## src/rtl/fifo_uart_tx_if.sv

```systemverilog
// FIFO read handshake plus UART line/status signals between the TX serializer and its surroundings.
interface fifo_uart_tx_if;
  logic       enable;
  logic       fifo_empty;
  logic [7:0] fifo_rd_data;
  logic       fifo_rd_en;
  logic       tx_serial;
  logic       tx_active;
  logic       tx_done;

  modport master (
    input  enable, fifo_empty, fifo_rd_data,
    output fifo_rd_en, tx_serial, tx_active, tx_done
  );

  modport slave (
    output enable, fifo_empty, fifo_rd_data,
    input  fifo_rd_en, tx_serial, tx_active, tx_done
  );
endinterface

```

## src/rtl/fifo_uart_tx.sv

```systemverilog
// Pops bytes from the TX FIFO one at a time and serializes each as an 8N1/8N2 UART frame.
module fifo_uart_tx #(
  parameter int CLKS_PER_BIT = 217,
  parameter int STOP_BITS    = 1
) (
  input logic            clk,
  input logic            rst,
  fifo_uart_tx_if.master bus
);
  localparam int CW = $clog2(CLKS_PER_BIT);

  typedef enum logic [2:0] {IDLE, POP, WAIT, START, DATA, STOP} state_t;

  state_t        state, state_nxt;
  logic [CW-1:0] baud_cnt;
  logic [2:0]    bit_idx;
  logic [2:0]    bit_nxt;
  logic          stop_idx;
  logic [7:0]    shift_reg;
  logic          bit_end;
  logic          last_stop;

  assign bit_end   = (baud_cnt == CW'(CLKS_PER_BIT - 1));
  assign bit_nxt   = bit_idx + 3'd1;
  assign last_stop = (stop_idx == 1'(STOP_BITS - 1));

  always_comb begin
    state_nxt = state;
    case (state)
      IDLE:    if (bus.enable && !bus.fifo_empty) state_nxt = POP;
      POP:     state_nxt = WAIT;
      WAIT:    state_nxt = START;
      START:   if (bit_end) state_nxt = DATA;
      DATA:    if (bit_end && bit_idx == 3'd7) state_nxt = STOP;
      STOP:    if (bit_end && last_stop) state_nxt = IDLE;
      default: state_nxt = IDLE;
    endcase
  end

  // Outputs are registered from the next state so they line up with the state they describe.
  always_ff @(posedge clk or negedge rst) begin
    if (!rst) begin
      state          <= IDLE;
      baud_cnt       <= '0;
      bit_idx        <= '0;
      stop_idx       <= 1'b0;
      shift_reg      <= '0;
      bus.tx_serial  <= 1'b1;
      bus.fifo_rd_en <= 1'b0;
      bus.tx_active  <= 1'b0;
      bus.tx_done    <= 1'b0;
    end else begin
      state          <= state_nxt;
      bus.fifo_rd_en <= (state_nxt == POP);
      bus.tx_active  <= (state_nxt != IDLE);
      bus.tx_done    <= (state == STOP) && (state_nxt == IDLE);
      if ((state inside {START, DATA, STOP}) && !bit_end) baud_cnt <= baud_cnt + 1'b1;
      else                                                baud_cnt <= '0;
      case (state)
        WAIT: begin
          shift_reg     <= bus.fifo_rd_data;
          bus.tx_serial <= 1'b0;
          bit_idx       <= '0;
          stop_idx      <= 1'b0;
        end
        START: if (bit_end) bus.tx_serial <= shift_reg[0];
        DATA: if (bit_end) begin
          bus.tx_serial <= (bit_idx == 3'd7) ? 1'b1 : shift_reg[bit_nxt];
          bit_idx       <= bit_nxt;
        end
        STOP: if (bit_end) stop_idx <= ~stop_idx;
        default: bus.tx_serial <= 1'b1;
      endcase
    end
  end
endmodule
```

## src/flat_wrapper.sv

```systemverilog
// flat-port wrapper written by rule: the top's interface ports become plain ports
module fifo_uart_tx_flat 
#(
  parameter int CLKS_PER_BIT = 217,
  parameter int STOP_BITS    = 1
)
  (clk, rst, bus_enable, bus_fifo_empty, bus_fifo_rd_data, bus_fifo_rd_en, bus_tx_serial, bus_tx_active, bus_tx_done);
  fifo_uart_tx_if bus_i ();
  input logic clk;
  input logic rst;
  input wire logic [$bits(bus_i.enable)-1:0] bus_enable;
  input wire logic [$bits(bus_i.fifo_empty)-1:0] bus_fifo_empty;
  input wire logic [$bits(bus_i.fifo_rd_data)-1:0] bus_fifo_rd_data;
  output wire logic [$bits(bus_i.fifo_rd_en)-1:0] bus_fifo_rd_en;
  output wire logic [$bits(bus_i.tx_serial)-1:0] bus_tx_serial;
  output wire logic [$bits(bus_i.tx_active)-1:0] bus_tx_active;
  output wire logic [$bits(bus_i.tx_done)-1:0] bus_tx_done;
  assign bus_i.enable = bus_enable;
  assign bus_i.fifo_empty = bus_fifo_empty;
  assign bus_i.fifo_rd_data = bus_fifo_rd_data;
  assign bus_fifo_rd_en = bus_i.fifo_rd_en;
  assign bus_tx_serial = bus_i.tx_serial;
  assign bus_tx_active = bus_i.tx_active;
  assign bus_tx_done = bus_i.tx_done;
  fifo_uart_tx #(.CLKS_PER_BIT(CLKS_PER_BIT), .STOP_BITS(STOP_BITS)) u_core (.clk(clk), .rst(rst), .bus(bus_i));
endmodule
```

## config.mk

```make
export PLATFORM = sky130hd
export DESIGN_NAME = fifo_uart_tx_flat
export DESIGN_NICKNAME = d
export VERILOG_FILES = /design/src/rtl/fifo_uart_tx_if.sv /design/src/rtl/fifo_uart_tx.sv /design/src/flat_wrapper.sv
export SDC_FILE = /design/constraint.sdc
export NUM_CORES = 1
export LEC_CHECK = 0
export BUFFER_PORTS_ARGS = -buffer_cell sky130_fd_sc_hd__clkbuf_2
export CORE_AREA = 2 2 56 71
export DETAILED_ROUTE_END_ITERATION = 10
export DIE_AREA = 0 0 58 73
export GPL_TIMING_DRIVEN = 0
export HOLD_SLACK_MARGIN = 0.02
export PLACE_DENSITY = 0.63
export REMOVE_ABC_BUFFERS = 1
export SETUP_SLACK_MARGIN = 0.1
export SLEW_MARGIN = 40
export SYNTH_ARGS = -nofsm -noshare
export SYNTH_HDL_FRONTEND = slang
export SYNTH_SLANG_ARGS = --single-unit
```

## constraint.sdc

```tcl
create_clock -name clk -period 3.65 [get_ports clk]
set_input_delay 0 -clock clk [delete_from_list [all_inputs] [get_ports clk]]
set_output_delay 0 -clock clk [all_outputs]
set_load 0.005 [all_outputs]
```

==> flow_summary_export.csv, run 1 <==
group,metric,value,unit
place,gp_congestion,0.750,
floorplan,die_height,73,µm
global_routing,grt_util_all_layers,14.4,%
synth,synth.avg_cell_area,11.0,µm²
synth,post_synthesis_instance_area,0.00136,mm²
finish,antennaDiodeCount,0,
finish,final_common_cell,"dfrtp_1",
clock_tree,tritoncts,"yes",
floorplan,die_width,58,µm
global_routing,grt_pass1_vias,1092,
setup_path,cp_data_arrival_time,2.12,ns
clock_tree,clkSinkCount,27,
clock_tree,worst_setup_hold_path_clk_slew,0.09,ns
clock_tree,postCtsSetupBuffers,0,
synth,ffs_w_async_s_r_synth,100,%
clock_tree,cts_root_buffer,"clkbuf_8",
setup_path,critical_path.startpoint_type,"flop",
global_routing,antenna_found_initial,0,
synth,synthDistinctLibCells,41,
floorplan,floorplan.initialDensity,37.6,%
drt,detailedRoute.firstPassIterationCount,4,
finish,area_delta_synth_final,17.1,%
sta,setup_violations,0,
synth,synth_largest_area_cell,"dfrtp_1",
sta,setup_repair_after_global_routing_missed_its_margin,"false",
setup_path,end_kind,"flop",
synth,synth-seq-area-share,49.7,%
clock_tree,clock_insertion_delay_worst_skew,0.28,ns
drt,vias,995,
power_and_ir_drop,vdd_drop_max,0.282,mV
floorplan,top_level_ports,16,
sta,fmax,523,MHz
finish,stdcell_count,187,
sta,final-hold-violation-count,0,
setup_path,timing.setup.critical_path_class,"flop to flop",
sta,worst_hold_slack,0.0582,ns
synth,synthesized_flop_and_latch_total,27,
synth,synthesis.instances,124,
clock_tree,clock_tree.buffer_depth,2,
finish,final_nets,164,
global_routing,grt_start_max_net_pins,28,
synth,synth-edff-count,0,
clock_tree,cts-buffers-inserted,3,
finish,mostFrequentLayoutCells,"dfrtp_1 (26), clkbuf_2 (15), nor2_1 (13)",
setup_path,timing.critical_path.required,3.86,ns
place,postPlaceCellArea,0.00145,mm²
status,run_status,"finished, final reports clean",
drt,viasPerCell,5.32,
synth,postSynth.topFlopCell,"dfrtp_1",
sta,timing_max_transition_violations_final,0,
sta,final_min_period_over_clock_period,52.4,%
drt,dr.first_iter.drc_count,22,
global_routing,grt_pass1_wl,4660,µm
clock_tree,htree_levels,1,
sta,setup_total_negative_slack,0,ns
finish,design_area,0.00160,mm²
setup_path,cp_max_fo,4,
synth,synth_top_cells_by_area,"dfrtp_1 (48%), mux2_1 (4.1%), mux4_1 (3.9%)",
place,dpl_hpwl,1860,µm
floorplan,placement_rows,25,
synth,fraction_of_synthesized_cell_area_taken_by_the_top_area_cell_type,47.8,%
synth,yosysWarningCount,0,
place,port-buffer-count,15,
global_routing,grt.overflow.total,0,
place,post-place-cells,173,
drt,postRouteWirelength,2630,µm
drt,wire_per_inst,14.0,µm
floorplan,dieArea,0.00423,mm²
drt,drc_errors,0,
power_and_ir_drop,static_leakage,0.726,nW
min_path,hold_path_class,"primary input to flop",
sta,transition_time_at_the_pin_with_the_least_slew_margin,0.680,ns
drt,number_of_nets_with_antenna_violations_after_detailed_routing,0,
power_and_ir_drop,p_per_area,456,mW/mm²
sta,final.setup_skew,0.00156,ns
sta,postLayoutSetupSlackWorst,1.74,ns
finish,final_layout_size_suffix_gt1_share,17.7,%
flow_run,max-cap-violations,0,
place,pre_cts_ws,1.73,ns
sta,period_minus_ws_final,1.91,ns
floorplan,core_ar,0.00363,mm²
sta,relSlewSlack,54.6,%
[worst max-delay path: stages (launching register included)]
cell and delay [ns]:
dfrtp_1 0.41, ha_1 0.37, mux4_1 0.58, mux2_2 0.29, o211ai_2 0.13, nand2_1 0.07
[repair_timing]
action	in CTS	in global routing
hold buffers	10	0
endpoints found under the hold margin	35	0
gates resized for setup	0	0
[layout make-up]
cell class	instances	area, µm²
clock buffer	4	45.0
sequential	27	677
inverter	6	22.5
multi-input combinational	85	626
timing repair buffer	25	175
tap	40	50.0
fill	342	2030
[metrics by stage]
stage / power, W / util [%]
2_1_floorplan: 0.000508 / -
3_3_place_gp: 0.000544 / 40.0
3_5_place_dp: 0.000555 / 40.0
4_1_cts: 0.000735 / 44.0
5_1_grt: 0.000775 / 44.0
6_report: 0.000728 / 44.0
[where the power goes]
| group | internal, W | switching [W] | total, W | leakage, nW |
|---|---|---|---|---|
| Sequential | 0.000362 | 0.0000506 | 0.000413 | 0.332 |
| Combinational | 0.0000813 | 0.0000611 | 0.000142 | 0.371 |
| Clock | 0.0000785 | 0.0000944 | 0.000173 | 0.0228 |
| Total | 0.000522 | 0.000206 | 0.000728 | 0.726 |
[cells in the mapped netlist, drive strengths merged, types with 2 or more instances]
cell,count
nand2b,3
nand2,8
xnor2,3
a21oi,2
buf,4
nand3b,2
clkbuf,2
xor2,3
nand3,3
mux2,9
a32oi,3
nor2,13
dfrtp,26
o211ai,2
inv,6
ha,4
o21ai,7
mux4,2
and3,3
and2,3
a31oi,3
[metal layers]
layer	wire [µm]	GRT usage, %
met5	0	0
met3	64	2.13
met2	1420	26.1
met4	49	6.72
met1	1090	16.3
[final timing paths]
check / from / endpoint / slack [ns] / cells past startpoint
worst max-delay path: u_core.bit_idx[0]$_DFFE_PN0P_ / u_core.bus.tx_serial$_DFFE_PN1P_ / 1.74 / 5
min in group asynchronous: rst / u_core.baud_cnt[2]$_DFF_PN0_ / 0.28 / 2
worst min register to register: u_core.baud_cnt[0]$_DFF_PN0_ / u_core.baud_cnt[0]$_DFF_PN0_ / 0.48 / 1
worst min-delay path: bus_enable / u_core.bus.fifo_rd_en$_DFF_PN0_ / 0.06 / 4
max in group asynchronous: rst / u_core.bus.fifo_rd_en$_DFF_PN0_ / 2.94 / 2
worst max register to register: u_core.bit_idx[0]$_DFFE_PN0P_ / u_core.bus.tx_serial$_DFFE_PN1P_ / 1.74 / 5
[cell families (layout without fill, tap and decap cells)]
family                   after synthesis  count (layout)  share of synthesized area [%]
XOR/XNOR                               6               6                           3.86
buffers and inverters                 12              35                           4.41
AO/OA/AOI/OAI                         21              21                           10.3
multiplexers                          12              12                           12.0
AND/OR/NAND/NOR                       42              42                           16.1
flip-flops                            27              27                           49.7
adder cells (fa/ha/maj)                4               4                           3.67
(Power assumes the default switching activity.)
==> run 2: changes to the inputs <==
Clock period 3.65 ns to 1.9 ns, I/O delays scaled along.
==> run 2 against run 1 <==
Design area is 2.7% higher. Maximum frequency is 7.5% higher. Die area stayed put. Critical endpoint unchanged. Largest power group unchanged.
==> flow_summary_export.csv, run 2 (synthesis results as in run 1) <==
group,metric,value,unit
floorplan,top_level_ports,16,
clock_tree,tritoncts,"yes",
drt,number_of_nets_with_antenna_violations_after_detailed_routing,0,
power_and_ir_drop,p_per_area,857,mW/mm²
status,run_status,"finished, final reports clean",
finish,antennaDiodeCount,0,
finish,area_delta_synth_final,20.3,%
drt,viasPerCell,5.37,
min_path,hold_path_class,"primary input to flop",
clock_tree,clkSinkCount,27,
floorplan,floorplan.initialDensity,37.6,%
drt,vias,1014,
finish,stdcell_count,189,
global_routing,grt_start_max_net_pins,28,
clock_tree,cts_root_buffer,"clkbuf_8",
sta,setup_total_negative_slack,0,ns
setup_path,r2r_setup_slack,0.12,ns
floorplan,die_width,58,µm
clock_tree,clock_insertion_delay_worst_skew,0.28,ns
drt,wire_per_inst,14.5,µm
drt,detailedRoute.firstPassIterationCount,5,
power_and_ir_drop,sequentialPowerShare,56.5,%
setup_path,timing.critical_path.cells,"ha_4, mux4_2, mux2_4, o211ai_2, nand2_1",
floorplan,dieArea,0.00423,mm²
setup_path,cp_data_arrival_time,1.99,ns
sta,final_min_period_over_clock_period,93.6,%
global_routing,grt_pass1_vias,1106,
global_routing,grt.overflow.total,0,
floorplan,die_height,73,µm
sta,final-hold-violation-count,0,
place,dpl_hpwl,1860,µm
sta,transition_time_at_the_pin_with_the_least_slew_margin,0.675,ns
place,post-place-cells,173,
sta,setup_repair_after_global_routing_missed_its_margin,"true",
clock_tree,cts-buffers-inserted,3,
clock_tree,worst_setup_hold_path_clk_slew,0.09,ns
power_and_ir_drop,combPwrFrac,19.8,%
sta,relSlewSlack,55.0,%
setup_path,critical_path.startpoint_type,"flop",
setup_path,end_kind,"flop",
global_routing,grt_util_all_layers,15.2,%
place,gp_congestion,0.750,
power_and_ir_drop,netSwitchingPower,0.000399,W
sta,period_minus_ws_final,1.78,ns
global_routing,grt_pass1_wl,4890,µm
finish,final_layout_size_suffix_gt1_share,22.8,%
sta,fmax,562,MHz
setup_path,largest_stage_delay_on_the_critical_path,0.50,ns
sta,timing_max_transition_violations_final,0,
finish,multi_input_gate_area,654,µm²
floorplan,placement_rows,25,
clock_tree,htree_levels,1,
finish,final_common_cell,"dfrtp_1",
power_and_ir_drop,swShare,28.4,%
power_and_ir_drop,vdd_drop_max,0.559,mV
drt,dr.first_iter.drc_count,29,
power_and_ir_drop,internal_power,0.00101,W
finish,n_fill_cell,338,
sta,final.setup_skew,0.00259,ns
setup_path,timing.critical_path.required,2.11,ns
finish,final-seq-area,677,µm²
power_and_ir_drop,static_leakage,0.729,nW
flow_run,max-cap-violations,0,
setup_path,crit_slowest_cell,"mux4_2",
setup_path,cp_max_fo,3,
finish,final_nets,166,
finish,mostFrequentLayoutCells,"dfrtp_1 (26), clkbuf_2 (15), nor2_1 (13)",
floorplan,core_ar,0.00363,mm²
clock_tree,clock_tree.buffer_depth,2,
setup_path,timing.setup.critical_path_class,"flop to flop",
drt,drc_errors,0,
sta,setup_violations,0,
place,port-buffer-count,15,
power_and_ir_drop,share_clk_of_total_power,23.7,%
global_routing,antenna_found_initial,0,
drt,postRouteWirelength,2740,µm
## run 2: cell types whose count changed in the layout (fill, tap and decap cells not counted), sizes merged
| cell | previous run | this run |
|---|---|---|
| buf | 0 | 2 |
## run 2: critical path, delay by kind of cell, from the launching register on
family / cells / cell delay (ns)
flops: 1 / 0.43
fa+ha+maj: 1 / 0.31
mux: 2 / 0.77
compound gates: 1 / 0.13
simple gates: 1 / 0.06
## run 2: power groups by stage
stage | logic [W] | registers, W | clock network, W
floorplan | 0.000200 | 0.000775 | 0
CTS | 0.000285 | 0.000793 | 0.000341
global placement | 0.000251 | 0.000794 | 0
finish | 0.000278 | 0.000794 | 0.000333
detailed placement | 0.000263 | 0.000803 | 0
global route | 0.000329 | 0.000807 | 0.000360
## run 2: stage by stage
stage | util [%] | cell area, µm² | hold WS [ns] | total power (W) | worst slack [ns]
2_1_floorplan | - | 1330 | -0.296 | 0.000975 | 0.130
6_report | 45.2 | 1640 | 0.0611 | 0.00140 | 0.121
3_5_place_dp | 40.0 | 1450 | 0.0677 | 0.00107 | -0.0180
5_1_grt | 45.2 | 1640 | 0.0850 | 0.00150 | 0.0490
4_1_cts | 45.0 | 1630 | 0.0533 | 0.00142 | 0.107
3_3_place_gp | 40.0 | 1450 | 0.0503 | 0.00104 | 0.0197
## run 2: metal layers
metal / global-route usage [%] / vias up / routed length, µm
met4: 6.72 / 0 / 51
met5: 0 / - / 0
met1: 17.9 / 495 / 1100
met2: 27.1 / 25 / 1510
met3: 2.13 / 5 / 86
li1: - / 489 / -
## run 2: worst paths after layout
check	from	to	cells after the start
setup / recovery	u_core.bit_idx[0]$_DFFE_PN0P_	u_core.bus.tx_serial$_DFFE_PN1P_	5
hold / removal	bus_enable	u_core.bus.fifo_rd_en$_DFF_PN0_	4
setup reg to reg	u_core.bit_idx[0]$_DFFE_PN0P_	u_core.bus.tx_serial$_DFFE_PN1P_	5
hold reg to reg	u_core.baud_cnt[0]$_DFF_PN0_	u_core.baud_cnt[0]$_DFF_PN0_	1
max in group asynchronous	rst	u_core.bus.fifo_rd_en$_DFF_PN0_	2
min in group asynchronous	rst	u_core.baud_cnt[2]$_DFF_PN0_	2
## run 2: layout make-up
cell class | instances | area share (%)
clock buffers | 4 | 2.75
inverters | 6 | 1.37
multi-input cells | 85 | 39.9
flip-flops and latches | 27 | 41.3
well taps | 40 | 3.05
repair buffers | 27 | 11.6
## run 2: repair_timing
action | in CTS | in global routing
pin swaps | 1 | 2
gates resized for setup | 5 | 2
hold buffers | 10 | 0
hold endpoints to repair | 35 | 0
buffers inserted | 2 | 0
endpoints found under the setup margin | 1 | 10
==> run 3: changes to the inputs <==
--- a/config.mk
+++ b/config.mk
@@ -15,5 +15,4 @@
 export REMOVE_ABC_BUFFERS = 1
 export SETUP_SLACK_MARGIN = 0.1
-export SLEW_MARGIN = 40
 export SYNTH_ARGS = -nofsm -noshare
 export SYNTH_HDL_FRONTEND = slang
==> constraint.sdc (replaced) <==
create_clock -name clk -period 1.9 [get_ports clk]
set_input_delay 0.38 -clock clk [delete_from_list [all_inputs] [get_ports clk]]
set_output_delay 0.38 -clock clk [all_outputs]
set_load 0.005 [all_outputs]
==> run 3 against run 2 <==
Setup slack about the same. Highest routed layer unchanged. Largest cell class unchanged. Critical path depth is the same. Total power is 1.2% lower. Worst hold slack improved by 0.060 ns. Register-to-register slack hardly changed.
==> flow_summary_export.csv, run 3 (synthesis results as in run 1) <==
group,metric,value,unit
drt,wl_met3,89,µm
sta,setup_violations,0,
clock_tree,clock_tree.buffer_depth,2,
drt,viasPerCell,5.49,
sta,final.setup_skew,0.00253,ns
clock_tree,worst_setup_hold_path_clk_slew,0.09,ns
floorplan,dieArea,0.00423,mm²
drt,number_of_nets_with_antenna_violations_after_detailed_routing,0,
floorplan,top_level_ports,16,
place,port-buffer-count,15,
drt,detail_route.wirelength.met1,1100,µm
power_and_ir_drop,vdd_drop_max,0.559,mV
place,dpl_hpwl,1860,µm
finish,antennaDiodeCount,0,
drt,dr.first_iter.drc_count,30,
drt,routed.top_layer,"met4",
global_routing,grt_pass1_vias,1057,
floorplan,floorplan.initialDensity,37.6,%
drt,wire_per_inst,14.8,µm
setup_path,end_kind,"flop",
sta,worst_hold_slack,0.121,ns
finish,final_common_cell,"dfrtp_1",
setup_path,timing.setup.critical_path_class,"flop to flop",
clock_tree,htree_levels,1,
min_path,hold_path_class,"primary input to async pin",
setup_path,critical_path.startpoint_type,"flop",
setup_path,crit_slowest_cell,"mux4_2",
setup_path,largest_stage_delay_on_the_critical_path,0.50,ns
sta,timing_max_transition_violations_final,0,
floorplan,die_height,73,µm
setup_path,timing.critical_path.cells,"ha_4, mux4_2, mux2_4, o211ai_2, nand2_1",
clock_tree,clkSinkCount,27,
floorplan,placement_rows,25,
setup_path,path_delay_family,"multiplexers",
sta,final-hold-violation-count,0,
finish,final_layout_size_suffix_gt1_share,24.5,%
clock_tree,clock_insertion_delay_worst_skew,0.28,ns
drt,detailedRoute.firstPassIterationCount,4,
setup_path,cp_max_fo,3,
setup_path,cp_num_buf_inv,0,
sta,fmax,562,MHz
global_routing,grt_start_max_net_pins,28,
sta,final_min_period_over_clock_period,93.6,%
sta,transition_time_at_the_pin_with_the_least_slew_margin,0.678,ns
clock_tree,cts-buffers-inserted,3,
place,gp_congestion,0.750,
clock_tree,cts_root_buffer,"clkbuf_8",
flow_run,max-cap-violations,0,
global_routing,antenna_found_initial,0,
status,run_status,"finished, final reports clean",
sta,period_minus_ws_final,1.78,ns
drt,vias,983,
setup_path,cp_data_arrival_time,1.99,ns
floorplan,die_width,58,µm
finish,stdcell_count,179,
power_and_ir_drop,static_leakage,0.687,nW
drt,postRouteWirelength,2650,µm
global_routing,grt_pass1_wl,4750,µm
clock_tree,tritoncts,"yes",
finish,area_delta_synth_final,12.9,%
finish,n_fill_cell,352,
finish,mostFrequentLayoutCells,"dfrtp_1 (26), clkbuf_2 (15), nor2_1 (13)",
drt,drc_errors,0,
global_routing,grt_util_all_layers,14.8,%
setup_path,timing.critical_path.required,2.11,ns
global_routing,grt.overflow.total,0,
sta,relSlewSlack,54.8,%
finish,final_nets,156,
sta,setup_repair_after_global_routing_missed_its_margin,"true",
drt,wl_met2,1400,µm
floorplan,core_ar,0.00363,mm²
place,post-place-cells,173,
power_and_ir_drop,p_per_area,902,mW/mm²
-- run 3: final timing paths --
check,startpoint,to,slack [ns],cells after the start
worst min-delay path,rst,u_core.baud_cnt[2]$_DFF_PN0_,0.12,1
min in group clk,bus_fifo_rd_data[5],u_core.shift_reg[5]$_DFFE_PN0P_,0.31,2
max in group asynchronous,rst,u_core.bus.tx_active$_DFF_PN0_,1.35,1
worst max-delay path,u_core.bit_idx[0]$_DFFE_PN0P_,u_core.bus.tx_serial$_DFFE_PN1P_,0.12,5
worst min register to register,u_core.baud_cnt[0]$_DFF_PN0_,u_core.baud_cnt[0]$_DFF_PN0_,0.48,1
worst max register to register,u_core.bit_idx[0]$_DFFE_PN0P_,u_core.bus.tx_serial$_DFFE_PN1P_,0.12,5
-- run 3: power by group --
part	switching, W	leakage, nW	internal, W
combinational	0.000115	0.332	0.000147
clock	0.000182	0.0228	0.000151
sequential	0.0000985	0.332	0.000695
total	0.000395	0.687	0.000993
-- run 3: layout make-up --
type,count,area (µm²),area share (%)
well taps,40,50.0,3.25
flip-flops and latches,27,677,44.0
inverters,6,22.5,1.46
repair buffers,17,90.1,5.85
clock buffers,4,45.0,2.93
multi-input cells,85,654,42.5
-- run 3: repair_timing --
action / CTS / global route
pin swaps: 1 / 2
setup buffers: 2 / 0
setup endpoints to repair: 1 / 10
hold buffers: 0 / 0
resized for setup: 5 / 2
-- run 3: routing by layer --
layer	up-vias	global-route usage, %
li1	469	-
met5	-	0
met1	486	17.8
met4	0	6.72
met2	23	25.6
met3	5	2.30
-- run 3: stage by stage --
stage	worst slack (ns)	area [µm²]	power, W	util [%]	setup TNS [ns]
floorplan	0.130	1330	0.000975	-	0
global placement	0.0197	1450	0.00104	40.0	0
detailed placement	-0.0180	1450	0.00107	40.0	-0.0180
CTS	0.107	1530	0.00140	42.2	0
global route	0.0490	1540	0.00148	42.4	0
finish	0.122	1540	0.00139	42.4	0
